### src/rtl/ahblite_pkg.sv
// Shared AHB-Lite constants for the slave-side response path.
package ahblite_pkg;

  localparam int AHB_NPORTS = 4;

  localparam logic [1:0] HTRANS_IDLE   = 2'b00;
  localparam logic [1:0] HTRANS_BUSY   = 2'b01;
  localparam logic [1:0] HTRANS_NONSEQ = 2'b10;
  localparam logic [1:0] HTRANS_SEQ    = 2'b11;

  typedef enum logic [1:0] {
    DS_IDLE = 2'd0,
    DS_ERR1 = 2'd1,
    DS_ERR2 = 2'd2
  } ds_state_e;

  localparam logic [31:0] AHB_IDLE_RDATA = 32'h0000_0000;

  // Keep only the lowest set bit so the stored select is one-hot or zero.
  function automatic logic [AHB_NPORTS-1:0] lowest_one(input logic [AHB_NPORTS-1:0] v);
    logic [AHB_NPORTS-1:0] r;
    r = '0;
    for (int i = AHB_NPORTS - 1; i >= 0; i--) begin
      if (v[i]) begin
        r    = '0;
        r[i] = 1'b1;
      end
    end
    return r;
  endfunction

endpackage

### src/rtl/ahblite_default_slave.sv
// Default slave: answers unmapped / disabled-port transfers with a two-cycle ERROR.
//
// state   | meaning
// --------+------------------------------------------------------------
// DS_IDLE | no error pending, zero-wait OKAY (HREADYOUT=1, HRESP=0)
// DS_ERR1 | first ERROR cycle, stalls the master (HREADYOUT=0, HRESP=1)
// DS_ERR2 | second ERROR cycle, completes it (HREADYOUT=1, HRESP=1)
module ahblite_default_slave
  import ahblite_pkg::*;
(
  input  logic       HCLK,
  input  logic       HRESETn,
  input  logic       HREADY,
  input  logic [1:0] HTRANS,
  input  logic       hsel_none,
  output logic       ds_hreadyout,
  output logic       ds_hresp
);

  ds_state_e state_q;
  logic      hreadyout_q;
  logic      hresp_q;
  logic      trans_active;
  logic      start_err;

  // Only NONSEQ/SEQ accepted in an address phase open an ERROR; IDLE/BUSY get OKAY.
  always_comb begin
    trans_active = (HTRANS == HTRANS_NONSEQ) || (HTRANS == HTRANS_SEQ);
    start_err    = HREADY & trans_active & hsel_none;
  end

  // State and registered outputs; ERR2 may chain straight into a new ERR1.
  always_ff @(posedge HCLK or negedge HRESETn) begin
    if (!HRESETn) begin
      state_q     <= DS_IDLE;
      hreadyout_q <= 1'b1;
      hresp_q     <= 1'b0;
    end else begin
      case (state_q)
        DS_IDLE: begin
          if (start_err) begin
            state_q     <= DS_ERR1;
            hreadyout_q <= 1'b0;
            hresp_q     <= 1'b1;
          end else begin
            state_q     <= DS_IDLE;
            hreadyout_q <= 1'b1;
            hresp_q     <= 1'b0;
          end
        end
        DS_ERR1: begin
          state_q     <= DS_ERR2;
          hreadyout_q <= 1'b1;
          hresp_q     <= 1'b1;
        end
        DS_ERR2: begin
          if (start_err) begin
            state_q     <= DS_ERR1;
            hreadyout_q <= 1'b0;
            hresp_q     <= 1'b1;
          end else begin
            state_q     <= DS_IDLE;
            hreadyout_q <= 1'b1;
            hresp_q     <= 1'b0;
          end
        end
        default: begin
          state_q     <= DS_IDLE;
          hreadyout_q <= 1'b1;
          hresp_q     <= 1'b0;
        end
      endcase
    end
  end

  assign ds_hreadyout = hreadyout_q;
  assign ds_hresp     = hresp_q;

endmodule

### src/rtl/ahblite_slave_mux.sv
// AHB-Lite response mux: latches the data-phase owner and steers its response to the master.
module ahblite_slave_mux
  import ahblite_pkg::*;
#(
  parameter logic Port0_en = 1'b1,
  parameter logic Port1_en = 1'b0,
  parameter logic Port2_en = 1'b0,
  parameter logic Port3_en = 1'b0
) (
  input  logic        HCLK,
  input  logic        HRESETn,
  input  logic        HREADY,
  input  logic [1:0]  HTRANS,
  input  logic        P0_HSEL,
  input  logic        P1_HSEL,
  input  logic        P2_HSEL,
  input  logic        P3_HSEL,
  input  logic        P0_HREADYOUT,
  input  logic        P1_HREADYOUT,
  input  logic        P2_HREADYOUT,
  input  logic        P3_HREADYOUT,
  input  logic        P0_HRESP,
  input  logic        P1_HRESP,
  input  logic        P2_HRESP,
  input  logic        P3_HRESP,
  input  logic [31:0] P0_HRDATA,
  input  logic [31:0] P1_HRDATA,
  input  logic [31:0] P2_HRDATA,
  input  logic [31:0] P3_HRDATA,
  output logic        HREADYOUT,
  output logic        HRESP,
  output logic [31:0] HRDATA
);

  logic [AHB_NPORTS-1:0] effsel;
  logic [AHB_NPORTS-1:0] sel_d;
  logic [AHB_NPORTS-1:0] sel_q;
  logic                  hsel_none;
  logic                  ds_hreadyout;
  logic                  ds_hresp;

  // Disabled ports look unmapped; overlapping selects resolve to the lowest index.
  always_comb begin
    effsel    = {P3_HSEL & Port3_en, P2_HSEL & Port2_en, P1_HSEL & Port1_en, P0_HSEL & Port0_en};
    hsel_none = ~|effsel;
    sel_d     = HREADY ? lowest_one(effsel) : sel_q;
  end

  // Data-phase owner, frozen while the current data phase is stalled.
  always_ff @(posedge HCLK or negedge HRESETn) begin
    if (!HRESETn) begin
      sel_q <= '0;
    end else begin
      sel_q <= sel_d;
    end
  end

  ahblite_default_slave u_default_slave (
    .HCLK         (HCLK),
    .HRESETn      (HRESETn),
    .HREADY       (HREADY),
    .HTRANS       (HTRANS),
    .hsel_none    (hsel_none),
    .ds_hreadyout (ds_hreadyout),
    .ds_hresp     (ds_hresp)
  );

  // Combinational response steering; no wait states added for mapped slaves.
  always_comb begin
    HREADYOUT = ds_hreadyout;
    HRESP     = ds_hresp;
    HRDATA    = AHB_IDLE_RDATA;
    if (sel_q[0]) begin
      HREADYOUT = P0_HREADYOUT;
      HRESP     = P0_HRESP;
      HRDATA    = P0_HRDATA;
    end else if (sel_q[1]) begin
      HREADYOUT = P1_HREADYOUT;
      HRESP     = P1_HRESP;
      HRDATA    = P1_HRDATA;
    end else if (sel_q[2]) begin
      HREADYOUT = P2_HREADYOUT;
      HRESP     = P2_HRESP;
      HRDATA    = P2_HRDATA;
    end else if (sel_q[3]) begin
      HREADYOUT = P3_HREADYOUT;
      HRESP     = P3_HRESP;
      HRDATA    = P3_HRDATA;
    end
  end

endmodule

### config.mk
export PLATFORM = sky130hd
export DESIGN_NAME = ahblite_slave_mux
export DESIGN_NICKNAME = d
export VERILOG_FILES = /design/src/rtl/ahblite_pkg.sv /design/src/rtl/ahblite_default_slave.sv /design/src/rtl/ahblite_slave_mux.sv
export SDC_FILE = /design/constraint.sdc
export NUM_CORES = 1
export LEC_CHECK = 0
export ABC_CLOCK_PERIOD_IN_PS = 900
export BUFFER_PORTS_ARGS = -buffer_cell sky130_fd_sc_hd__buf_2
export CORE_AREA = 4 4 67 69
export DETAILED_ROUTE_END_ITERATION = 10
export DIE_AREA = 0 0 71 73
export PLACE_DENSITY = 0.69
export SLEW_MARGIN = 25
export SYNTH_ARGS = -nofsm -noshare
export SYNTH_HDL_FRONTEND = slang
export SYNTH_SLANG_ARGS = --single-unit
### constraint.sdc
create_clock -name HCLK -period 0.9 [get_ports HCLK]
set_input_delay 0.045 -clock HCLK [delete_from_list [all_inputs] [get_ports HCLK]]
set_output_delay 0.045 -clock HCLK [all_outputs]
set_load 0.05 [all_outputs]
**After elaboration in Yosys (flattened, before gate mapping)**

Index checks and enable logic that the tools add are counted.

- Flip-flop bits (word level): 8
- Word-level logic and storage cells: 33
- Input port bits: 145

- Bitwise gates (word level): 2
- Reduce and logical (&&, ||, !) cells: 4
- Multiplexer cells: 19
- Equality and inequality tests: 4

Operators with widths:

| cell | count |
|---|---|
| $mux W32 | 4 |
| $mux W1 | 13 |
| $eq A2 B2 Y1 const B | 3 |
| $pmux W2 S2 | 1 |
| $and A1 B1 Y1 | 2 |
| $eq A2 B1 Y1 const B | 1 |
| $logic_not A2 Y1 | 1 |
| $pmux W1 S2 | 1 |
| $reduce_or A2 Y1 | 1 |
| $logic_not A1 Y1 | 1 |
| $logic_or A1 B1 Y1 | 1 |

**Logic depth before layout (Yosys ltp)**

- Depth in word-level cells: 6
- Mapped depth: 2
- Gate-level depth less buffers: 2

**Hierarchy**

From an unflattened synthesis, not the netlist that was laid out.

- Cells, all modules: 48
- Area total of the unflattened synthesis: 466.7 sq um

Modules (own cells, without submodules):

| module | cells an instance | area an instance (sq um) | sequential area each (sq um) | times used |
|---|---|---|---|---|
| ahblite_slave_mux | 40 | 317.8 | 25.0 | 1 |
| ahblite_default_slave | 8 | 148.9 | 101.3 | 1 |

**Worst setup path after synthesis**

No wires, ideal clock.

- Kind: register to output
- Start: register sel_q[0]
- End: output HRDATA[10]
- Setup slack: -33 ps
- Arrival: 888 ps
- Cell stages (with the launch flop): 3
- Required time: 855 ps
- Path through: dfrtp_1 clkbuf_2 and2_2

- Word-level cells in the longest chain between the ends: 1

RTL lines:

| item | RTL line | RTL |
|---|---|---|
| start, declared | ahblite_slave_mux.sv:37 | `logic [AHB_NPORTS-1:0] sel_q;` |
| start signal, assigned | ahblite_slave_mux.sv:54 | `sel_q <= sel_d;` |
| $mux W32 | ahblite_slave_mux.sv:73 | `if (sel_q[0]) begin` |
| end, declared | ahblite_slave_mux.sv:32 | `output logic [31:0] HRDATA` |

Every way passes these cells.

**Worst setup path in the final report**

- Start: register sel_q[0]
- End: output HRDATA[26]

The elaborated chain is that of the path after synthesis.

==> impl_results.md <==
* Run status: finished with violations
* Violations in the final reports: negative setup slack
* Vias per Instance at 3.45
* Area Overhead vs Synth at 159%
* Die X-Extent at 71 um
* Clock skew after layout at 1.29 ps
* Top-level port count at 179
* Die span in y at 73 um
* Post-DP HPWL at 1280 um
* Dominant delay contributor by cell family on the critical path: flip-flops
* Buffer type at the clock tree root: clkbuf_8
* Slew at the pin closest to its max-slew limit at 131 ps
* Relative contribution of the clock network to total power at 0.249
* Portion of the post-synthesis area used by sequential elements at 0.285
* Number of pins exceeding their max-slew limit in the final report at 0
* Area share of the largest cell type after synthesis at 0.542
* Number of setup violations in the final report at 34
* Pre-CTS WS at -154 ps
* Maximum cell stage delay along the critical path at 440 ps
* Initial DRC Count at 2
* GRT overflow at 0
* Flip-flop and latch count after synthesis at 5
* Peak clock frequency supported by timing at 831 MHz
* Ratio of total power to cell area at 1430 mW/mm2
* Placement-stage cell area at 871 um2
* Number of buffers created by CTS at 3
* Number of antenna violations at the first check in global routing at 0
* Remaining max-slew budget at the tightest pin at 0.912
* Switch share at 0.424
* Clock tree from TritonCTS: built
* DRC violation count after routing at 0
* Row count at 23
* Largest cells by area after synthesis: and2_2 54%, dfrtp_1 23%, mux2_2 7.6%
* WP buf/inv at 2
* Leading area contributor after synthesis: and2_2
* Clock sink count at 5
* Cell area after synthesis at 443 um2
* Via count at 593
* Quantity of I/O buffers inserted on ports at 72
* Cell-internal power at 948 uW
* Shortest period the worst path allows at 1200 ps
* Worst Path Required at 850 ps
* Setup repair after global routing missed its margin: yes
* Portion of the clock cycle consumed by the worst path in the final layout at 1.34
* First-pass GRT wire length at 2620 um
* Die area at 0.00518 mm2
* Proportion of power drawn by flip-flops and latches at 0.154
* Fraction of layout instances using a drive strength above 1 at 0.926
* Element type at the critical path end: output pin
* Routed Antenna Nets at 0
* Net count after synthesis at 192
* H-tree depth at 1
* Cell leakage power at 0.000602 uW
* Number of iterations in the first detailed-routing pass at 2
* Clock transition at the register clock pins on the worst setup and hold paths after CTS at 30 ps
* Final hold violations at 0
* Number of standard cells after synthesis at 47
* Number of warnings reported in the yosys synthesis log at 0
* Nets at 268
* Slowest CP cell: dfrtp_2
* VDD IR max at 0.758 mV
* Sum of internal, switching and leakage power at 1650 uW
* Worst path cell trace: buf_12 -> and2_2 -> buf_6
* Crit path kind: flip-flop to output pin
* Routability cong. at 0.680
* Cell variety after synth at 9
* Most common cell after layout, fill and taps aside: buf_2
* Switching power at 698 uW
* Pin count of the biggest net entering global routing at 33
* Crit start category: flip-flop
* Clock latency at the later pin of the worst-skew pair at 220 ps
* Arrival time at the worst endpoint at 1160 ps
* Most used cells in the layout excluding fill and tap cells: 38 x buf_2, 33 x buf_6, 31 x and2_2
* Number of global-route vias before repair at 582
* Max FO, Critical Path at 32
* Diodes inserted at 0
* Std-Cell Core Area at 0.00391 mm2
* WL per Instance at 9.87 um
* Type of the tightest min-delay check: input pin to flip-flop
* Combinational group share of total power at 0.598
* Post-Layout Inst Area at 0.00115 mm2
* Overall fraction of global-route tracks in use at 0.0631
* Clock Tree Buf Depth at 2
* MaxCap Viol Count at 0
* Sum of routed wire length over all layers at 1700 um
* Starting density of the core at 0.113
* Syn_area_per_cell at 9.42 um2
* Worst path setup slack after routing at -304 ps
per-stage QoR:
step	setup TNS, ps	utilization	hold WS, ps	instances
final	-10040	0.293	67.8	172
after floorplan	-1030	-	-251	47
after global routing	-11170	0.293	76.0	172
after CTS	-10350	0.292	67.1	172
after global placement	-4240	0.223	-139	167
after detailed placement	-4980	0.223	-137	167
power by group through the flow:
| stage | sequential [uW] | clock [uW] | combinational (uW) |
|---|---|---|---|
| floorplan | 251 | 0 | 590 |
| detailed placement | 254 | 0 | 798 |
| CTS | 253 | 424 | 983 |
| global route | 255 | 431 | 1030 |
| finish | 253 | 410 | 983 |
| global placement | 252 | 0 | 794 |
state kept, by name (all words and copies together), names as in the netlist:
signal / count
sel_q: 1
u_default_slave.ds_hreadyout: 1
u_default_slave.state_q: 2
u_default_slave.ds_hresp: 1
timing repair:
item	CTS	global route
endpoints found under the hold margin	5	0
hold buffers	1	0
gates resized for setup	70	2
buffers inserted	0	0
endpoints found under the setup margin	34	34
cells in the mapped netlist:
cell type,instances
clkbuf_2,3
inv_1,1
mux2_2,3
dfstp_2,1
and2_2,32
dfrtp_1,4
nand2b_1,1
nor2b_1,1
nand4bb_1,1
metal layers:
layer	global-route usage	vias up	wire [um]
li1	-	291	-
met1	0.0545	265	471
met2	0.130	33	1030
met3	0.0124	4	163
met4	0.0397	0	37
met5	0	-	0
layout make-up:
type | instances | area, um2
multi-input cells | 38 | 303
well taps | 50 | 62.6
repair buffers | 74 | 607
inverters | 1 | 3.75
flip-flops and latches | 5 | 128
clock buffers | 4 | 45.0
fillers | 410 | 2770
path summary, 6_finish.rpt:
path                                                      startpoint                                      to  slack [ps]  cells past startpoint
worst min-delay path                                       HTRANS[1]  u_default_slave.ds_hreadyout$_DFF_PN1_          70                      2
max in group asynchronous                                    HRESETn  u_default_slave.ds_hreadyout$_DFF_PN1_         530                      2
worst max register to register                  sel_q[0]$_DFFE_PN0P_                    sel_q[0]$_DFFE_PN0P_          80                      1
worst min register to register  u_default_slave.state_q[1]$_DFF_PN0_    u_default_slave.state_q[1]$_DFF_PN0_         400                      1
worst max-delay path                            sel_q[0]$_DFFE_PN0P_                              HRDATA[26]        -300                      3
min in group asynchronous                                    HRESETn                    sel_q[0]$_DFFE_PN0P_         160                      2
kinds of logic (layout without fill, tap and decap cells):
group / count (synthesis) / count (layout) / share of synthesized area
buffers and inverters: 4 / 79 / 0.0424
DFF: 5 / 5 / 0.285
muxes: 3 / 3 / 0.0763
and+or+nand+nor: 35 / 35 / 0.596
Note: power is estimated with default switching activity, not from simulation.
